$ cat src/rtl/trig_seq_monitor.sv
`default_nettype none
// trig_seq_monitor: pipelined masked-compare trigger; fires after THRESH consecutive matches.
// Revision: 1.0
module trig_seq_monitor #(
   parameter int WIDTH  = 4,
   parameter int DEPTH  = 2,
   parameter int THRESH = 3,
   parameter int STICKY = 1,
   parameter int CNT_W  = $clog2(THRESH + 1)
) (
   input  logic             I1470,
   input  logic             I1477,
   input  logic             clr,
   input  logic             en,
   input  logic [WIDTH-1:0] data_in,
   input  logic [WIDTH-1:0] match_val,
   input  logic [WIDTH-1:0] match_mask,
   output logic             trig,
   output logic [CNT_W-1:0] match_cnt,
   output logic [7:0]       fire_cnt,
   output logic [1:0]       state
);

   typedef enum logic [1:0] {
      ST_IDLE  = 2'd0,
      ST_COUNT = 2'd1,
      ST_FIRED = 2'd2,
      ST_BAD   = 2'd3
   } state_t;

   localparam logic [CNT_W-1:0] THRESH_C   = CNT_W'(THRESH);
   localparam logic [CNT_W:0]   THRESH_EXT = (CNT_W + 1)'(THRESH);

   logic [WIDTH-1:0] stage [DEPTH];
   logic             match;

   state_t           cur;
   state_t           nxt;
   logic [CNT_W-1:0] cnt_nxt;
   logic [CNT_W:0]   cnt_inc;
   logic             trig_nxt;
   logic             fire_inc;
   logic             evaluate;

   always_ff @(posedge I1470) begin
      if (!I1477) stage[0] <= '0;
      else        stage[0] <= data_in;
   end

   generate
      for (genvar i = 1; i < DEPTH; i++) begin : g_stage
         always_ff @(posedge I1470) begin
            if (!I1477) stage[i] <= '0;
            else        stage[i] <= stage[i-1];
         end
      end
   endgenerate

   assign match = (((stage[DEPTH-1] ^ match_val) & match_mask) == '0);

   // A pulse-mode FIRED state re-evaluates as if it were IDLE, so the run restarts at 1.
   assign cnt_inc = (cur == ST_COUNT) ? ({1'b0, match_cnt} + (CNT_W + 1)'(1))
                                      : (CNT_W + 1)'(1);

   always_comb begin
      nxt      = cur;
      cnt_nxt  = match_cnt;
      trig_nxt = trig;
      fire_inc = 1'b0;
      evaluate = 1'b0;
      if (clr) begin
         nxt      = ST_IDLE;
         cnt_nxt  = '0;
         trig_nxt = 1'b0;
      end else if (en) begin
         case (cur)
            ST_IDLE, ST_COUNT: evaluate = 1'b1;
            ST_FIRED:          evaluate = (STICKY == 0);
            default: begin
               nxt      = ST_IDLE;
               cnt_nxt  = '0;
               trig_nxt = 1'b0;
            end
         endcase
         if (evaluate) begin
            if (match && (cnt_inc >= THRESH_EXT)) begin
               nxt      = ST_FIRED;
               cnt_nxt  = THRESH_C;
               trig_nxt = 1'b1;
               fire_inc = 1'b1;
            end else if (match) begin
               nxt      = ST_COUNT;
               cnt_nxt  = cnt_inc[CNT_W-1:0];
               trig_nxt = 1'b0;
            end else begin
               nxt      = ST_IDLE;
               cnt_nxt  = '0;
               trig_nxt = 1'b0;
            end
         end
      end
   end

   always_ff @(posedge I1470) begin
      if (!I1477) begin
         cur       <= ST_IDLE;
         match_cnt <= '0;
         trig      <= 1'b0;
         fire_cnt  <= 8'd0;
      end else begin
         cur       <= nxt;
         match_cnt <= cnt_nxt;
         trig      <= trig_nxt;
         if (fire_inc && (fire_cnt != 8'hFF))
            fire_cnt <= fire_cnt + 8'd1;
      end
   end

   assign state = cur;

endmodule
`default_nettype wire
$ cat config.mk
export PLATFORM = sky130hd
export DESIGN_NAME = trig_seq_monitor
export DESIGN_NICKNAME = d
export VERILOG_FILES = /design/src/rtl/trig_seq_monitor.sv
export SDC_FILE = /design/constraint.sdc
export NUM_CORES = 1
export LEC_CHECK = 0
export BUFFER_PORTS_ARGS = -buffer_cell sky130_fd_sc_hd__buf_4
export CAP_MARGIN = 20
export CORE_AREA = 2 2 46 48
export DETAILED_ROUTE_END_ITERATION = 10
export DIE_AREA = 0 0 48 50
export PLACE_DENSITY = 0.8
export SKIP_CTS_REPAIR_TIMING = 1
export SLEW_MARGIN = 20
export SYNTH_ARGS = -nofsm -noshare
export SYNTH_HDL_FRONTEND = slang
export SYNTH_SLANG_ARGS = --single-unit
$ cat constraint.sdc
create_clock -name I1470 -period 4.6 [get_ports I1470]
set_input_delay 0 -clock I1470 [delete_from_list [all_inputs] [get_ports I1470]]
set_output_delay 0 -clock I1470 [all_outputs]
set_load 0.03 [all_outputs]
==> impl_metrics.tcl <==
set metrics [dict create \
    finalWorstPathRequiredPeriod_ns 2.05 \
    fmax_mhz 487 \
    wl_per_cell_um 12.7 \
    worst_setup_path_startpoint "match_cnt[0]$_SDFFE_PP0P_" \
    violations_in_the_final_reports "negative hold slack" \
    design.die.area_sq_um 2400 \
    grt_setup_unrepaired "no" \
    critPathArrivalTime_ns 2.29 \
    ir_drop_mv 0.145 \
    h-tree-depth 1 \
    fp.dieW_um 48 \
    drtAntennaViolNets 0 \
    r2r.worst_path.cells 6 \
    largest_cells_by_area_after_synthesis "sky130_fd_sc_hd__dfxtp_1, sky130_fd_sc_hd__a21oi_1, sky130_fd_sc_hd__and2_1" \
    synth_top_cells_by_count "sky130_fd_sc_hd__dfxtp_1, sky130_fd_sc_hd__a21oi_1, sky130_fd_sc_hd__and2_1" \
    grt_pass1_vias 802 \
    path_class "reg -> reg" \
    synth_enable_flop_cells 0 \
    share_of_the_synthesized_area_in_the_top_cell_type_pct 43.5 \
    worst-r2r-setup-slack_ns 2.55 \
    count_of_antenna_diodes_in_the_layout 0 \
    tritoncts "built" \
    synth-main-ff-cell "sky130_fd_sc_hd__dfxtp_1" \
    synth_area_per_cell_sq_um 8.94 \
    hold_path_startpoint "en" \
    clk_latency_ns 0.30 \
    wire_length_of_the_first_global_routing_pass_um 3220 \
    maximum_single_stage_delay_on_the_critical_path_ns 0.49 \
    timing.hold.worst.class "in -> reg" \
    antenna_found_initial 0 \
    critical_path_required_ns 4.84 \
    drt_first_iter_violations 21 \
    syn-instance-count 103 \
    async_reset_ff_share_pct 0 \
    clk_transition_reported_paths_ns 0.11 \
    yosys_register_bits 20 \
    postSynthNetCount 121 \
    path_buf_inv 0 \
    design.core.area_sq_um 1900 \
    i_o_pin_cnt 29 \
    detailroute.via_count 881 \
    wl_um 2060 \
    syn_area_sq_um 921 \
    clock_root_buffer_master "sky130_fd_sc_hd__clkbuf_4" \
    yosys.cell_types.count 32 \
    power_density_nw_per_um2 284 \
    synth.most_common_cell "sky130_fd_sc_hd__dfxtp_1" \
    path_max_fanout 11 \
    numPortBuffers 28 \
    final.hold.worst_slack_ns -0.00412 \
    number_of_core_rows 16 \
    overall_die_height_um 50 \
    route.detailed.vias_per_inst 5.40 \
    timing.critical_path.depth 6 \
    grt-ovfl-total 0 \
    regToRegEndpoint "fire_cnt[5]$_SDFFE_PN0P_" \
    cts-root-to-sink-buffers 2 \
    cap_viol_max_count 0 \
    setup_total_negative_slack_ns 0 \
    setup-violations-final 0 \
    r2r_start "match_cnt[0]$_SDFFE_PP0P_" \
    timing.critical_path.from_type "register" \
    syn2layout_area_growth_pct 35.5 \
    synth.yosys.seq_area_share_pct 43.5 \
    cts_num_sinks 20 \
    grt_util_all_layers_pct 19.0 \
    cts_inserted_buffers 3 \
    place.detailed.hpwl_um 1480 \
    crit_end_element "register" \
    total_leakage_power_nw 0.515 \
    routabilityCongestion 0.807 \
    cell_with_the_largest_stage_delay_on_the_worst_path "sky130_fd_sc_hd__or4_1" \
    yosys_warnings 0 \
    design.final.nets 155 \
    timing.clock.skew_ns 0.00296 \
    cp_top_family "simple AND/OR/NAND/NOR gates" \
    detailedRoute.firstPassIterationCount 4 \
    run_status "finished, violations left" \
    drc_errors 0 \
    crit_chain "ha_1 -> nor2b_1 -> o21ai_2 -> or3_4 -> or4_1 -> a21oi_1" \
    whs_path_depth 3 \
    timing.final.crit_share_pct 44.6 \
    grt_start_max_net_pins 13 \
    drive_gt1_share_pct 25.7 \
    initial_utilization_pct 48.4 \
    slew_headroom_pct 71.6 \
    fillerInstances 159 \
    tightest_slew_ns 0.425 \
    timing.hold.worst_endpoint "state[0]$_SDFFE_PP0P_" \
    final_number_of_max_transition_violations 0 \
    synth_top_area_cell "sky130_fd_sc_hd__dfxtp_1" \
    finalHoldViolCount 1 \
]
[cells by family (layout without fill, tap and decap cells)]
logic type                 Yosys count  count (layout)  synth area share (%)
AOI/OAI and AO/OA                   24              24                  16.2
xor gates and xnor gates             4               4                  3.80
adders and majority gates            2               2                  2.72
buffers and inverters                9              42                  4.89
DFF                                 20              20                  43.5
muxes                                1               1                  1.09
and+or+nand+nor                     43              43                  27.9
[where the power goes]
part / internal (mW) / switching, mW / total [mW]
logic: 0.0185 / 0.0149 / 0.0334
clock network: 0.0881 / 0.0547 / 0.143
registers: 0.177 / 0.00154 / 0.178
total: 0.283 / 0.0712 / 0.355
[sequential cells by signal, summed over array words and instances, names as in the netlist]
signal,count
fire_cnt,8
state,1
match_cnt,2
trig,1
stage,8
[worst max-delay path by stage]
stage          slack, ns                       end
6_report            2.55  fire_cnt[5]$_SDFFE_PN0P_
3_5_place_dp        2.55  fire_cnt[5]$_SDFFE_PN0P_
5_1_grt             2.44  fire_cnt[5]$_SDFFE_PN0P_
3_3_place_gp        2.64  fire_cnt[5]$_SDFFE_PN0P_
4_1_cts             2.54  fire_cnt[5]$_SDFFE_PN0P_
2_1_floorplan       2.46  fire_cnt[5]$_SDFFE_PN0P_
[worst register-to-register path, cell delays in order, from the launching register on]
cell and delay (ns):
sky130_fd_sc_hd__dfxtp_1 0.36, sky130_fd_sc_hd__ha_1 0.30, sky130_fd_sc_hd__nor2b_1 0.15, sky130_fd_sc_hd__o21ai_2 0.09
sky130_fd_sc_hd__or3_4 0.43, sky130_fd_sc_hd__or4_1 0.49, sky130_fd_sc_hd__a21oi_1 0.16
[placed cells by master, fill, tap and decap left out, types with 6 or more instances in the layout]
cell / n
sky130_fd_sc_hd__dfxtp_1: 20
sky130_fd_sc_hd__nand3_1: 6
sky130_fd_sc_hd__nand2_1: 7
sky130_fd_sc_hd__buf_4: 28
sky130_fd_sc_hd__dlygate4sd3_1: 6
sky130_fd_sc_hd__and2_1: 8
sky130_fd_sc_hd__a21oi_1: 10
[layer usage]
metal  global-route usage [%]  vias to the layer above  wire [um]
met3                     3.30                        6         80
met4                     13.5                        0         57
met2                     31.6                       29       1100
met1                     20.3                      410        826
met5                        0                        -          0
li1                         -                      436          -
[per-stage QoR]
stage | setup WS (ns) | total power, mW | area (sq um) | util [%] | std cells
6_report | 2.55 | 0.355 | 1250 | 65.6 | 163
2_1_floorplan | 2.46 | 0.197 | 921 | - | 103
3_3_place_gp | 2.64 | 0.210 | 1130 | 59.7 | 153
3_5_place_dp | 2.55 | 0.212 | 1130 | 59.7 | 153
4_1_cts | 2.54 | 0.352 | 1190 | 62.4 | 157
5_1_grt | 2.44 | 0.369 | 1250 | 65.6 | 163
[final cells by class]
class / instances / area [sq um] / area share [%]
inverters: 4 / 15.0 / 1.20
clock inverters: 1 / 30.0 / 2.41
clock buffers: 3 / 22.5 / 1.81
well taps: 27 / 33.8 / 2.71
flip-flops and latches: 20 / 400 / 32.1
multi-input cells: 74 / 475 / 38.1
repair buffers: 34 / 270 / 21.7
(Power assumes the default switching activity.)
